[src/rtl/com_pkg.sv]
`default_nettype none
// ------------------------------------------------------------------
// com_pkg : dispatcher states, register map and STATUS layout.
// Rev 1.0
// ------------------------------------------------------------------
package com_pkg;

  typedef enum logic [1:0] {
    ST_IDLE      = 2'd0,
    ST_LOAD      = 2'd1,
    ST_WAIT_ACK  = 2'd2,
    ST_WAIT_DONE = 2'd3
  } disp_state_e;

  localparam logic REG_PUSH   = 1'b0;
  localparam logic REG_STATUS = 1'b1;

  localparam int STAT_OVF   = 15;
  localparam int STAT_TMO   = 14;
  localparam int STAT_FULL  = 13;
  localparam int STAT_EMPTY = 12;
  localparam int STAT_CNT_W = 7;

  function automatic logic [15:0] status_word(input logic       ovf,
                                              input logic       tmo,
                                              input logic       full,
                                              input logic       empty,
                                              input logic [6:0] cnt);
    logic [15:0] w;
    w                   = '0;
    w[STAT_OVF]         = ovf;
    w[STAT_TMO]         = tmo;
    w[STAT_FULL]        = full;
    w[STAT_EMPTY]       = empty;
    w[STAT_CNT_W-1:0]   = cnt;
    return w;
  endfunction

endpackage
`default_nettype wire

[src/rtl/com_fifo.sv]
`default_nettype none
// ------------------------------------------------------------------
// com_fifo : single-clock 16-bit FIFO with show-ahead head output.
// Rev 1.0
// ------------------------------------------------------------------
module com_fifo #(
  parameter int DEPTH = 8,
  parameter int AW    = 3
) (
  input  logic          clk,
  input  logic          rst_n,
  input  logic          push_i,
  input  logic [15:0]   din_i,
  input  logic          pop_i,
  output logic [15:0]   head_o,
  output logic          full_o,
  output logic          empty_o,
  output logic [AW:0]   count_o
);

  logic [15:0]   mem_q [DEPTH];
  logic [AW-1:0] wr_ptr_q, rd_ptr_q;
  logic [AW:0]   count_q;
  logic          w_push, w_pop;

  assign full_o  = (count_q == (AW+1)'(DEPTH));
  assign empty_o = (count_q == '0);
  assign count_o = count_q;
  assign head_o  = mem_q[rd_ptr_q];

  // A push into a full FIFO is legal only when the head leaves in the same cycle.
  assign w_pop  = pop_i & ~empty_o;
  assign w_push = push_i & (~full_o | w_pop);

  always_ff @(posedge clk) begin
    if (w_push) mem_q[wr_ptr_q] <= din_i;
  end

  always_ff @(posedge clk or negedge rst_n) begin
    if (!rst_n) begin
      wr_ptr_q <= '0;
      rd_ptr_q <= '0;
      count_q  <= '0;
    end else begin
      if (w_push) wr_ptr_q <= wr_ptr_q + 1'b1;
      if (w_pop)  rd_ptr_q <= rd_ptr_q + 1'b1;
      case ({w_push, w_pop})
        2'b10:   count_q <= count_q + 1'b1;
        2'b01:   count_q <= count_q - 1'b1;
        default: count_q <= count_q;
      endcase
    end
  end

endmodule
`default_nettype wire

[src/rtl/com_cmd_queue.sv]
`default_nettype none
// ------------------------------------------------------------------
// com_cmd_queue : J1 command FIFO feeding the UART transmitter.
// Define COM_CMDQ_TIMEOUT_EN for the bussy-ack timeout.  Rev 1.0
// ------------------------------------------------------------------
module com_cmd_queue
  import com_pkg::*;
#(
  parameter int DEPTH       = 8,
  parameter int AW          = 3,
  parameter int TIMEOUT_CYC = 1000000
) (
  input  logic        clk,
  input  logic        rst,
  input  logic        cs,
  input  logic        wr,
  input  logic        rd,
  input  logic        addr,
  input  logic [15:0] d_in,
  output logic [15:0] d_out,
  output logic [7:0]  datos,
  output logic [7:0]  comando,
  output logic        start_j1,
  input  logic        bussy,
  output logic        irq_empty
);

  disp_state_e state_q;
  logic [15:0] d_out_q;
  logic [7:0]  datos_q, comando_q;
  logic        start_j1_q, ovf_q;
  logic [15:0] w_head;
  logic [AW:0] w_count;
  logic        w_full, w_empty, w_push_req, w_ctl_wr, w_pop, w_push, w_tmo, w_tmo_hit;

  assign w_push_req = cs & wr & (addr == REG_PUSH);
  assign w_ctl_wr   = cs & wr & (addr == REG_STATUS);
  assign w_pop      = (state_q == ST_IDLE) & ~w_empty & ~bussy;
  assign w_push     = w_push_req & (~w_full | w_pop);

  com_fifo #(.DEPTH(DEPTH), .AW(AW)) u_fifo (
    .clk     (clk),
    .rst_n   (rst),
    .push_i  (w_push),
    .din_i   (d_in),
    .pop_i   (w_pop),
    .head_o  (w_head),
    .full_o  (w_full),
    .empty_o (w_empty),
    .count_o (w_count)
  );

`ifdef COM_CMDQ_TIMEOUT_EN
  localparam int TW = $clog2(TIMEOUT_CYC + 1);
  logic [TW-1:0] tmo_cnt_q;
  logic          tmo_q;

  assign w_tmo_hit = (state_q == ST_WAIT_ACK) & ~bussy &
                     (tmo_cnt_q == TW'(TIMEOUT_CYC - 1));
  assign w_tmo     = tmo_q;

  always_ff @(posedge clk or negedge rst) begin
    if (!rst) begin
      tmo_cnt_q <= '0;
      tmo_q     <= 1'b0;
    end else begin
      if (state_q == ST_LOAD)
        tmo_cnt_q <= '0;
      else if ((state_q == ST_WAIT_ACK) && !bussy)
        tmo_cnt_q <= tmo_cnt_q + 1'b1;
      if (w_tmo_hit)
        tmo_q <= 1'b1;
      else if (w_ctl_wr && d_in[14])
        tmo_q <= 1'b0;
    end
  end
`else
  logic w_unused_tmo_cfg;
  assign w_unused_tmo_cfg = |TIMEOUT_CYC;
  assign w_tmo_hit        = 1'b0;
  assign w_tmo            = 1'b0;
`endif

  // datos/comando load only on pop, so they stay stable for the whole transfer.
  always_ff @(posedge clk or negedge rst) begin
    if (!rst) begin
      state_q    <= ST_IDLE;
      start_j1_q <= 1'b0;
      datos_q    <= '0;
      comando_q  <= '0;
    end else begin
      start_j1_q <= 1'b0;
      case (state_q)
        ST_IDLE: begin
          if (w_pop) begin
            datos_q    <= w_head[7:0];
            comando_q  <= w_head[15:8];
            start_j1_q <= 1'b1;
            state_q    <= ST_LOAD;
          end
        end
        ST_LOAD:      state_q <= ST_WAIT_ACK;
        ST_WAIT_ACK: begin
          if (bussy)          state_q <= ST_WAIT_DONE;
          else if (w_tmo_hit) state_q <= ST_IDLE;
        end
        ST_WAIT_DONE: if (!bussy) state_q <= ST_IDLE;
        default:      state_q <= ST_IDLE;
      endcase
    end
  end

  always_ff @(posedge clk or negedge rst) begin
    if (!rst) begin
      ovf_q   <= 1'b0;
      d_out_q <= '0;
    end else begin
      if (w_push_req && !w_push)
        ovf_q <= 1'b1;
      else if (w_ctl_wr && d_in[15])
        ovf_q <= 1'b0;
      if (cs && rd)
        d_out_q <= (addr == REG_STATUS)
                 ? status_word(ovf_q, w_tmo, w_full, w_empty, 7'(w_count))
                 : w_head;
    end
  end

  assign d_out     = d_out_q;
  assign datos     = datos_q;
  assign comando   = comando_q;
  assign start_j1  = start_j1_q;
  assign irq_empty = w_empty & (state_q == ST_IDLE);

endmodule
`default_nettype wire

[config.mk]
export PLATFORM = sky130hd
export DESIGN_NAME = com_cmd_queue
export DESIGN_NICKNAME = d
export VERILOG_FILES = /design/src/rtl/com_pkg.sv /design/src/rtl/com_fifo.sv /design/src/rtl/com_cmd_queue.sv
export SDC_FILE = /design/constraint.sdc
export NUM_CORES = 1
export LEC_CHECK = 0
export ABC_AREA = 1
export CORE_MARGIN = 2
export CORE_UTILIZATION = 55
export CTS_CLUSTER_SIZE = 12
export DETAILED_ROUTE_END_ITERATION = 6
export DONT_BUFFER_PORTS = 1
export PLACE_DENSITY = 0.7
export REMOVE_ABC_BUFFERS = 1
export SYNTH_ARGS = -nofsm -noshare
export SYNTH_HDL_FRONTEND = slang
export SYNTH_SLANG_ARGS = --single-unit
[constraint.sdc]
create_clock -name clk -period 7.1 [get_ports clk]
set_input_delay 1.775 -clock clk [delete_from_list [all_inputs] [get_ports clk]]
set_output_delay 1.775 -clock clk [all_outputs]
set_load 0.1 [all_outputs]
* Yosys cells after proc, flatten, opt, wreduce, memory -nomap -nowiden *
Memory sizes are Yosys's and may differ from the RTL's.
Cells that the tools add are included.

word-level totals
  flip-flop bits (word level) = 46
  latch bits = 0
  output and inout bits = 34
  word-level logic and storage cells = 60
  input bits = 23
  ROM bits = 0
  memory bits (writable) = 128
  memories kept = 1

memory list
  memory        words  width  read ports  clocked after memory_dff  write ports  line            text
  u_fifo.mem_q  8      16     1           0                         1            com_fifo.sv:21  logic [15:0] mem_q [DEPTH];

operators by class
  reduce and logical (&&, ||, !) cells = 10
  add/subtract/negate cells = 4
  muxes and demuxes = 12
  bitwise gates (word level) = 15
  equal/unequal tests = 9
  multipliers = 0
  divide/modulo/power cells = 0
  $lt $le $gt $ge = 0
  shift-type cells = 0

operator list
  kind                 count
  $mux 16              1
  $and 1x1->1          9
  $pmux 2 s4           1
  $pmux 4 s2           1
  $add 3x1->3 const B  2
  $eq 2x2->1 const B   3
  $mux 1               6
  $mux 2               3
  $add 4x1->4 const B  1
  $eq 2x1->1 const B   2
  $eq 4x4->1 const B   1
  $logic_not 4->1      1
  $ne 2x2->1 const B   2
  $not 1->1            4
  $reduce_bool 2->1    2
  $sub 4x1->4 const B  1
  $logic_and 1x1->1    3
  $reduce_and 3->1     1
  $logic_not 2->1      1
  $ne 2x1->1 const B   1
  $or 1x1->1           2
  $reduce_and 2->1     1
  $logic_not 1->1      1

* Logic depth before layout (Yosys ltp) *
  word-level depth = 9
  gate-level depth with buffers = 16
  mapped depth without buffers = 16

* By module *
A second synthesis with hierarchy kept.

second synthesis, totals
  cell total of the unflattened synthesis = 619
  area total of the unflattened synthesis = 7200.7 sq um

modules (own cells, without submodules)
  module         area an instance (sq um)  sequential area each (sq um)  instances  cells an instance
  com_fifo       5631.7                    4093.9                        1          436
  com_cmd_queue  1569.0                    900.9                         1          183

* Worst setup path after synthesis *
No wires, ideal clock.

  kind = register to output
  from = register state_q[0]
  to = output irq_empty
  data required time = 5.325 ns
  stages on the path, launching flop included = 5
  arrival time = 2.023 ns
  path buffers = 0
  slack = 3.302 ns
  cells stage by stage = dfrtp_1 -> inv_1 -> ha_1 -> inv_2 -> nor2_1

between the ends
  word-level cells in the longest chain between the ends = 2

ends and longest elaborated chain
  item                    line                  text
  from (decl)             com_cmd_queue.sv:28   disp_state_e state_q;
  from (signal assigned)  com_cmd_queue.sv:87   state_q <= ST_IDLE;
  from (signal assigned)  com_cmd_queue.sv:99   state_q <= ST_LOAD;
  from (signal assigned)  com_cmd_queue.sv:102  ST_LOAD: state_q <= ST_WAIT_ACK;
  $logic_not 2->1         com_cmd_queue.sv:133  assign irq_empty = w_empty & (state_q == ST_IDLE);
  $and 1x1->1             com_cmd_queue.sv:133
  to (decl)               com_cmd_queue.sv:25   output logic irq_empty

No other way between the ends.

* Final worst setup path *
Ends and elaborated chain as after synthesis.

==> flow_summary.ini <==
[critical_path]
critPathRequiredTime_ps = 5330
max_stage_delay_ps = 820
path_cells = inv_1 -> ha_1 -> inv_2 -> nor2_2
cp_max_fo = 3
crit_slowest_cell = nor2_2
end_kind = output pin
crit_type = reg2out
crit_arrival_ps = 2100
cp_top_family = simple AND/OR/NAND/NOR gates
critPathBufInv = 2
cp-start-kind = flop

[finish]
fin_area_um2 = 8170
multiInputGateArea_um2 = 2040
final_nets = 742
antenna_cells = 0
syn2layout_area_growth_pct = 9.51
fillers = 1070
layout-drive-gt1-share = 0.0816
regArea_um2 = 5000
layoutNonFillerInstCount = 899

[cts]
path_clk_slew_ps = 60
cts_tree = yes
cts_hold_buf = 0
cts.htree.levels = 4
clock_sinks = 174
cts_buffers = 17
post-cts-setup-buffers = 0
cts.path.max_buffers = 2
clk_latency_ps = 430
cts_root_buffer = clkbuf_16
cts_repair_resize_count = 0

[sta]
finalSetupTns_ps = 0
fmax_ghz = 0.258
slew-limit-headroom = 0.0880
rsz0062_at_grt = false
final_min_period_over_clock_period = 0.546
worstMarginPinSlew_ps = 1370
min_period_ps = 3880
setup_viol = 0
finClkSkew_ps = 6.50
hold_violations = 0
final_max_slew_viol_count = 0
whs_ps = 499

[detailed_routing]
drc = 0
drt_iter0_drc = 481
drt-pass1-iter-count = 5
ant_nets = 0
routed_wl_um = 16500
via_per_inst = 5.42
num_vias = 4873
drt-wirelength-per-cell_um = 18.4

[pwr]
intPower_mw = 2.14
p_seq_frac = 0.514
ir_drop_uv = 204
power_density_nw_per_um2 = 479
power_mw = 3.91
netSwitchingFraction = 0.454
p_clk_frac = 0.255
pwr-share-comb = 0.230
p_switching_mw = 1.78
leakage_nw = 3.57

[synthesis]
synth.area.top_cells = edfxtp_1, nand2_1, dfrtp_1
synth_cell_type_count = 27
syn_avg_cell_area_um2 = 10.5
synthArstFlopShare = 0.264
synth_top_area_share = 0.515
synth_edf_count = 128
synth_seq_cells = 174
syn-cell-area_um2 = 7460
seq_area_frac_synth = 0.669
synth_most_common_cell = nand2_1
netlist_instances = 711
synth_flop_cell = edfxtp_1
synth_common_cells = nand2_1, edfxtp_1, nand3_1
yosysTopAreaCell = edfxtp_1
synth_warnings = 0

[grt]
grt_max_degree = 67
grt_pass1_vias = 4967
grt_pass1_wl_um = 26600
grt_overflow = 0
grt.total_usage = 0.247
antenna_found_initial = 0

[die]
start_util = 0.564
fp-row-count = 42
die_w_um = 120
io_pins = 57
die_h_um = 120
core_um2 = 13200
die_area_um2 = 14500

[place]
dp_hpwl_um = 9710
port_buffers = 0
place_area_um2 = 7530
dp_cells = 867
place_congestion = 0.859

[run_status]
outcome = finished clean

[hold_path]
holdCritPathClass = reg2reg

[job]
cap_viol_max_count = 0
-- through the flow --
stage,util,setup WS (ps)
finish,0.617,3220
global route,0.617,3150
global placement,0.569,3490
floorplan,-,3300
detailed placement,0.569,3390
CTS,0.617,3200
-- cell families after synthesis --
| logic type | count (synthesis) | share of synthesized area |
|---|---|---|
| and+or+nand+nor | 425 | 0.237 |
| buffers and inverters | 84 | 0.0602 |
| adders and majority gates | 9 | 0.0151 |
| muxes | 1 | 0.00134 |
| xor gates and xnor gates | 5 | 0.00587 |
| DFF | 174 | 0.669 |
| AOI/OAI and AO/OA | 13 | 0.0111 |
-- per-layer routing --
metal	share of wire	vias up	global-route usage
met1	0.43	2353	0.328
met3	0.080	20	0.0689
met4	0.017	0	0.0967
li1	-	2319	-
met2	0.47	181	0.387
met5	0	-	0
-- registers in the layout (all words and copies together), names as in the netlist --
register         count
ovf_q                1
comando              8
d_out               16
u_fifo.count_o       4
u_fifo.mem_q       128
start_j1             1
datos                8
u_fifo.wr_ptr_q      3
u_fifo.rd_ptr_q      3
state_q              2
-- cells in the final DEF (no fill, tap or decap), drive strengths merged --
| master | synthesis | routed |
|---|---|---|
| nor2 | 15 | 15 |
| clkinv | 0 | 5 |
| xnor2 | 2 | 2 |
| edfxtp | 128 | 128 |
| clkbuf | 1 | 20 |
| nand2 | 317 | 317 |
| inv | 55 | 55 |
| a21oi | 1 | 1 |
| buf | 28 | 9 |
| bufinv | 0 | 5 |
| or2 | 1 | 1 |
| o21ai | 5 | 5 |
| a22oi | 7 | 7 |
| nor3 | 4 | 4 |
| xor2 | 3 | 3 |
| clkinvlp | 0 | 2 |
| ha | 9 | 9 |
| mux2i | 1 | 1 |
| nand3 | 88 | 88 |
| dfrtp | 46 | 46 |
-- worst min-delay path, stage by stage, from the launching register on --
cell and delay, ps:
dfrtp_1 340, a22oi_1 70, nand2_1 60
-- final timing paths --
check	startpoint	slack, ps	end	cells past startpoint
setup / recovery	state_q[0]$_DFFE_PN0P_	3220	irq_empty	4
hold / removal	ovf_q$_DFFE_PN0P_	500	d_out[15]$_DFFE_PN0P_	2
setup reg to reg	u_fifo.rd_ptr_q[1]$_DFFE_PN0P_	3970	datos[2]$_DFFE_PN0P_	5
hold reg to reg	ovf_q$_DFFE_PN0P_	500	d_out[15]$_DFFE_PN0P_	2
max in group asynchronous	rst	5970	u_fifo.rd_ptr_q[1]$_DFFE_PN0P_	0
min in group asynchronous	rst	1040	d_out[8]$_DFFE_PN0P_	0
-- layout make-up --
type / instances / area share
Multi-Input combinational cell: 453 / 0.250
Inverter: 55 / 0.0256
Tap cell: 176 / 0.0269
Timing Repair Buffer: 9 / 0.00827
Sequential cell: 174 / 0.611
Clock buffer: 20 / 0.0547
Clock inverter: 12 / 0.0234
-- power groups by stage --
stage / registers, mW / clock network, mW / logic [mW]
2_1_floorplan: 2.00 / 0 / 0.631
3_3_place_gp: 2.03 / 0 / 0.875
3_5_place_dp: 2.03 / 0 / 0.896
4_1_cts: 2.01 / 1.02 / 0.904
5_1_grt: 2.03 / 1.05 / 1.03
6_report: 2.01 / 1.00 / 0.902
Power figures use the tool's default switching activity.
